## src/rtl/fifo_param.sv

```systemverilog
// fifo_param: single-clock parameterised FIFO with programmable almost-full/almost-empty thresholds and sticky error flags.
// Latency: the read word appears one cycle after an accepted read, or immediately on fifo_out when FIFO_FWFT_EN is defined.
// Backpressure: a write to a full FIFO is dropped unless a read is accepted in the same cycle; a read of an empty FIFO is ignored.
// Build option: define FIFO_FWFT_EN for first-word-fall-through output; leave it undefined for registered-read output.
module fifo_param #(
  parameter int DATA_W = 12,
  parameter int DEPTH  = 8,
  parameter int CNT_W  = 4
) (
  input  logic              clk,
  input  logic              reset,
  input  logic [DATA_W-1:0] fifo_in,
  input  logic              fifo_wr,
  input  logic              fifo_rd,
  input  logic [CNT_W-1:0]  full_umbral,
  input  logic [CNT_W-1:0]  empty_umbral,
  output logic [DATA_W-1:0] fifo_out,
  output logic              fifo_valid,
  output logic [CNT_W-1:0]  fifo_count,
  output logic              full,
  output logic              empty,
  output logic              almost_full,
  output logic              almost_empty,
  output logic              overflow,
  output logic              underflow
);

  // Pointers index DEPTH entries; CNT_W carries one extra bit so the count can reach DEPTH.
  localparam int PTR_W = CNT_W - 1;

  logic [DATA_W-1:0] mem [DEPTH];
  logic [PTR_W-1:0]  head;
  logic [PTR_W-1:0]  tail;
  logic              rd_acc;
  logic              wr_acc;

  // Flags decode only from the registered count, so no request input reaches them combinationally.
  assign full         = (fifo_count == CNT_W'(DEPTH));
  assign empty        = (fifo_count == '0);
  assign almost_full  = (fifo_count >= full_umbral);
  assign almost_empty = (fifo_count <= empty_umbral);

  // A read frees a slot this same edge, which lets a write into a full FIFO go through.
  assign rd_acc = fifo_rd && !empty;
  assign wr_acc = fifo_wr && (!full || rd_acc);

  // Storage write; reset suppresses it so a write during reset leaves no trace.
  always_ff @(posedge clk) begin
    if (!reset && wr_acc) begin
      mem[tail] <= fifo_in;
    end
  end

  // Head/tail pointers and occupancy; pointers wrap naturally because DEPTH is a power of two.
  always_ff @(posedge clk) begin
    if (reset) begin
      head       <= '0;
      tail       <= '0;
      fifo_count <= '0;
    end else begin
      if (wr_acc) tail <= tail + PTR_W'(1);
      if (rd_acc) head <= head + PTR_W'(1);
      case ({wr_acc, rd_acc})
        2'b10:   fifo_count <= fifo_count + CNT_W'(1);
        2'b01:   fifo_count <= fifo_count - CNT_W'(1);
        default: fifo_count <= fifo_count;
      endcase
    end
  end

  // Sticky error flags: a dropped write or a read of an empty FIFO is remembered until reset.
  always_ff @(posedge clk) begin
    if (reset) begin
      overflow  <= 1'b0;
      underflow <= 1'b0;
    end else begin
      if (fifo_wr && full && !rd_acc) overflow  <= 1'b1;
      if (fifo_rd && empty)           underflow <= 1'b1;
    end
  end

`ifdef FIFO_FWFT_EN
  // Head word is shown directly; forced to zero when empty so stale memory never leaks out.
  assign fifo_out   = empty ? '0 : mem[head];
  assign fifo_valid = !empty;
`else
  // Registered read port: capture the head word on an accepted read, hold it otherwise.
  always_ff @(posedge clk) begin
    if (reset) begin
      fifo_out   <= '0;
      fifo_valid <= 1'b0;
    end else begin
      fifo_valid <= rd_acc;
      if (rd_acc) fifo_out <= mem[head];
    end
  end
`endif

endmodule
```

## config.mk

```make
export PLATFORM = sky130hd
export DESIGN_NAME = fifo_param
export DESIGN_NICKNAME = d
export VERILOG_FILES = /design/src/rtl/fifo_param.sv
export SDC_FILE = /design/constraint.sdc
export NUM_CORES = 1
export LEC_CHECK = 0
export ABC_AREA = 1
export CAP_MARGIN = 30
export CORE_UTILIZATION = 57
export CTS_CLUSTER_SIZE = 25
export DETAILED_ROUTE_END_ITERATION = 16
export GPL_ROUTABILITY_DRIVEN = 0
export PLACE_DENSITY = 0.8
export SLEW_MARGIN = 20
export SYNTH_ARGS = -nofsm -noshare
export SYNTH_HDL_FRONTEND = slang
export SYNTH_SLANG_ARGS = --single-unit
```

## constraint.sdc

```tcl
create_clock -name clk -period 2.84 [get_ports clk]
set_input_delay 0.284 -clock clk [delete_from_list [all_inputs] [get_ports clk]]
set_output_delay 0.284 -clock clk [all_outputs]
set_load 0.005 [all_outputs]
```

==> Yosys cells after proc, flatten, opt, wreduce, memory -nomap -nowiden <==
Memory sizes are Yosys's and may differ from the RTL's. A register that Yosys moved wholly into a read port is not among the register bits.
Cells that the tools add are included.
{ "word_totals": {"ff_bits": 13, "ramBits": 96, "in_bits": 24, "output_inout_bits": 23, "elab_cells": 32, "memories": 1} }
{ "mem_list": {"columns": ["memory", "depth", "word_bits", "read_ports", "rd_ports_with_merged_regs", "wr", "line_no", "rtl"], "rows": [
  ["mem", 8, 12, 1, 1, 1, "31", "logic [DATA_W-1:0] mem [DEPTH];"]
]} }
{ "op_classes": {"n_addsub": 4, "n_lt_le_gt_ge": 2, "n_eq_ne": 3, "muxes": 3, "reduce_logical": 13} }
{ "op_table": {"columns": ["cell", "count"], "rows": [
  ["4-bit case mux with 2 select lines", 1],
  ["3-bit by 1-bit adder with 3-bit output (second input constant)", 2],
  ["1-bit logical AND", 6],
  ["4-bit by 1-bit adder with 4-bit output (second input constant)", 1],
  ["4-bit == test (second input constant)", 1],
  ["4-bit >= comparator", 1],
  ["4-bit less-or-equal comparator", 1],
  ["1-bit logical NOT", 4],
  ["4-bit logical NOT", 1],
  ["4-bit by 1-bit subtractor with 4-bit output (second input constant)", 1],
  ["2-bit by 1-bit == test with 1-bit output (second input constant)", 1],
  ["2-bit == test (second input constant)", 1],
  ["1-bit two-way mux", 2],
  ["2-bit nonzero test", 1],
  ["1-bit logical OR", 1]
]} }

==> Logic depth before layout (Yosys ltp) <==
{ "logic_depth": {"word_depth": 8, "ltp_mapped": 13, "depth_no_buf": 13} }

==> Worst setup path before layout <==
No wires, ideal clock.
{ "synth_timing": {"path_kind": "register -> register", "from": "reg fifo_count[1]", "to": "mem mem[6][0] (enable)", "setup_ns": 0.396, "t_arrival_ns": 1.784, "required_ns": 2.444, "path_slack_ns": 0.660, "path_stages_with_launch": 7, "path_buffers": 0, "period_less_slack_ns": 2.180, "path_cell_list": "dfxtp_1 nor4_2 nand2_2 nand2_2 inv_2 nand2_1 nor3_1"} }
{ "synth_between": {"elab_cells_between_ends": 10, "classes_between": "eq/ne (1); mux (2); reduce/logical (7)"} }
{ "synth_rtl": {"columns": ["element", "line_no", "rtl"], "rows": [
  ["from (decl)", "19", "output logic [CNT_W-1:0] fifo_count,"],
  ["from (signal assigned)", "64", "2'b10: fifo_count <= fifo_count + CNT_W'(1);"],
  ["from (signal assigned)", "65", "2'b01: fifo_count <= fifo_count - CNT_W'(1);"],
  ["from (signal assigned)", "66", "default: fifo_count <= fifo_count;"],
  ["4-bit == test", "38", "assign full = (fifo_count == CNT_W'(DEPTH));"],
  ["named net full", "20", "output logic full,"],
  ["1-bit logical NOT", "45", "assign wr_acc = fifo_wr && (!full || rd_acc);"],
  ["1-bit logical OR", "45", null],
  ["1-bit logical AND", "45", null],
  ["1-bit logical AND", "49", "if (!reset && wr_acc) begin"],
  ["1-bit two-way mux", "49", null],
  ["1-bit two-way mux (implied by the code)", "50", "mem[tail] <= fifo_in;"],
  ["to (decl)", "31", null]
]} }
The timed path passes the listed nets, and every way through them passes these cells.

==> Worst setup path in the final report <==
{ "layout_timing": {"from": "reg fifo_count[1]", "to": "out almost_empty"} }
{ "layout_between": {"elab_chain_cells": 1} }
{ "layout_rtl": {"columns": ["element", "line_no", "rtl"], "rows": [
  ["4-bit less-or-equal comparator", "41", "assign almost_empty = (fifo_count <= empty_umbral);"],
  ["to (decl)", "23", "output logic almost_empty,"]
]} }
No other way between the ends.

==> out/qor.csv <==
stage;metric;value;unit
cts;postcts setup bufs;0;
power_and_ir_drop;Power Density;851.6;nW/um2
setup_path;type of the worst setup path;flip-flop to output pin;
detailed_routing;residual DRC count;0;
timing;setup repair after global routing missed its margin;no;
setup_path;CP Capture Type;output pin;
final_layout;fraction of layout cells with a size suffix above 1;13.94;%
cts;CTS sink cnt;121;
cts;clk_lat worst skew;520;ps
worst_hold_path;Min-Delay Path Depth;2;
global_routing;Total GRT Usage;26.35;%
timing;Hold Vio Cnt, Final;0;
global_routing;first-pass GRT wire length;17060;um
global_routing;pin count of the biggest net entering global routing;51;
timing;final worst slack;350.8;ps
die;die height;95.60;um
logic_synthesis;Seq/Total Area, Yosys;67.75;%
logic_synthesis;main combinational cell family by area after synthesis;compound AO/OA/AOI/OAI gates;
detailed_routing;detailed-route wire length;11000;um
setup_path;data required time at the worst endpoint;2560;ps
logic_synthesis;Simple-Gate Fraction of Synth Area;11.02;%
setup_path;CP Cell Sequence;ha_1 > inv_1 > nor2_1 > o21bai_1 > nand2_1 > o21ai_0 > clkdlybuf4s50_1;
logic_synthesis;Synth Area in XOR/XNOR;0.3508;%
logic_synthesis;Mapped Nets;458;
place;Place WS;548.0;ps
timing;Max Slew Vio Count;0;
timing;Slew headroom;45.95;%
outcome;run status;complete, no violations;
logic_synthesis;Synth Register Bits;121;
final_layout;commonest cells after routing, fill and taps aside;96 x edfxtp_1, 62 x nor2_1, 53 x o21ai_0;
logic_synthesis;Unique masters post-synth;32;
die;# rows;33;
die;Placeable Area;8341;um2
timing;setup TNS;0;ps
setup_path;critical path fanouts, max;9;
final_layout;fill count;556;
final_layout;FF+latch area;3383;um2
detailed_routing;drt wl/cell;18.34;um
final_layout;Final #Nets;517;
cts;Resized cells post-CTS;0;
timing;Max Fclk;401.7;MHz
place;hpwl dp;6653;um
cts;Clock transition at path regs;60;ps
final_layout;Multi-input gate area;1409;um2
timing;post-route clock period utilization;87.65;%
die;Ports;47;
detailed_routing;drt pass-1 iters;6;
cts;hold buffers post-CTS;0;
power_and_ir_drop;Pleak;2.242;nW
final_layout;n_diodes;0;
setup_path;slowest stage cell, crit path;dfxtp_1;
flow_run;Max Cap Violations;0;
final_layout;leading cell type in the layout, fill and taps excluded;edfxtp_1;
logic_synthesis;Synth Area per Inst;11.81;um2
cts;TritonCTS buffer count;17;
place;Port Buffer Count;46;
cts;CTS root buf;clkbuf_8;
timing;final clock skew;11.39;ps
setup_path;arrival time at the worst endpoint;2210;ps
cts;CTS tree;built;
global_routing;initial antenna violation count;0;
logic_synthesis;post-synthesis compound-gate area fraction;13.98;%
final_layout;Area growth syn-to-layout;24.46;%
worst_hold_path;HP Class;flip-flop to flip-flop;
logic_synthesis;Mapped Cells;423;
timing;final setup violation count;0;
logic_synthesis;Ys Warns;0;
timing;minimum clock period;2489;ps
cts;# H-tree levels;4;
setup_path;crit path launch type;flip-flop;
logic_synthesis;post-synthesis adder-cell area fraction;2.756;%
detailed_routing;Vias;3523;
logic_synthesis;post-synthesis mux area share;0;%
setup_path;Worst R2R Path Depth;6;
global_routing;vias in the first global route;3397;
detailed_routing;vias per cell;5.872;
die;Die Area;9139;um2
detailed_routing;Iter 0 DRT Violations;263;
setup_path;crit-path max cell delay;540;ps
die;Chip Width;95.60;um
timing;slew of the pin with the lowest slew margin;809.6;ps
global_routing;grt total ovfl;0;
detailed_routing;post-route antenna net violation count;0;
logic_synthesis;synthesized cell area;4994;um2
cts;CTS max path bufs;2;
die;Starting Density;59.87;%
power_and_ir_drop;worst vdd ir;0.5527;mV
metrics by stage:
step	util, %	area (um2)	hold slack (ps)	total power [mW]	instances
after floorplan	-	4994	353.1	2.759	423
after global placement	67.33	5615	452.1	3.114	568
after detailed placement	67.33	5615	458.6	3.162	568
after CTS	74.51	6215	468.3	5.309	600
after global routing	74.51	6215	483.7	5.517	600
final	74.51	6215	463.8	5.293	600
layer usage:
metal  track usage, %  routed length, um  vias to the layer above  share of wire [%]
met5                0                  0                        -                  0
met4            10.70                181                        0                1.6
met3            6.778                876                       21                8.0
met2            43.93               5551                      159                 50
met1            32.81               4392                     1679                 40
li1                 -                  -                     1664                  -
synthesized netlist by cell type:
cell	instances	area (um2)
nor2_2	2	12.51
nor2_1	62	232.7
nand2_1	31	116.4
o211ai_1	14	105.1
o21bai_1	1	7.510
buf_4	2	15.01
o21a_1	2	15.01
a21oi_2	1	8.760
nor4_2	1	12.51
o221ai_1	12	105.1
clkbuf_1	12	45.04
nand3_1	7	35.03
nand2_4	3	33.78
clkbuf_4	1	7.510
inv_1	23	86.33
nand4_1	3	18.77
nor3_1	4	20.02
nand3_4	1	17.52
edfxtp_1	96	2883
clkinv_2	1	5.000
buf_2	5	25.02
xor2_1	2	17.52
a31oi_1	1	6.260
nand2_2	5	31.28
ha_1	11	137.6
o21ai_0	53	265.3
dfxtp_1	25	500.5
a21oi_1	19	95.09
inv_2	6	22.52
nand3_2	2	20.02
o21ai_1	3	15.01
o22ai_1	12	75.07
flip-flops by register name (all words and copies together), names as in the netlist:
register	count
mem	96
fifo_out	12
fifo_count	4
head	3
tail	3
fifo_valid	1
overflow	1
underflow	1
power by group:
part	total, mW	switching [mW]	internal, mW
Sequential	2.08	0.0745	2.01
Combinational	1.06	0.631	0.431
Clock	2.15	0.782	1.36
path summary, 6_finish.rpt:
check                                    from            to  slack [ps]
worst max-delay path            fifo_count[1]  almost_empty         350
worst min-delay path              fifo_out[8]   fifo_out[8]         460
worst max register to register        head[1]   fifo_out[7]         660
worst min register to register    fifo_out[8]   fifo_out[8]         460
critical path: cells and delay by family (launching register included):
| family | cells | cell delay [ps] |
|---|---|---|
| and+or+nand+nor | 2 | 80 |
| adders and majority gates | 1 | 320 |
| buffers and inverters | 2 | 580 |
| AOI/OAI and AO/OA | 2 | 180 |
| DFF | 1 | 540 |
cell families (layout without fill, tap and decap cells):
logic type	count (synthesis)	count (layout)
adder cells (fa/ha/maj)	11	11
AO/OA/AOI/OAI	118	118
AND/OR/NAND/NOR	121	121
buffers and inverters	50	122
flip-flops	121	121
XOR/XNOR	2	2
final cells by class:
type                       count  area share (%)
clock buffer                  18           6.885
clock inverter                14           2.758
inverter                      30           1.832
multi-input combinational    252           22.67
sequential                   121           54.44
tap                          105           2.114
timing repair buffer          60           9.301
No activity file was read; power rests on OpenSTA's default activity.
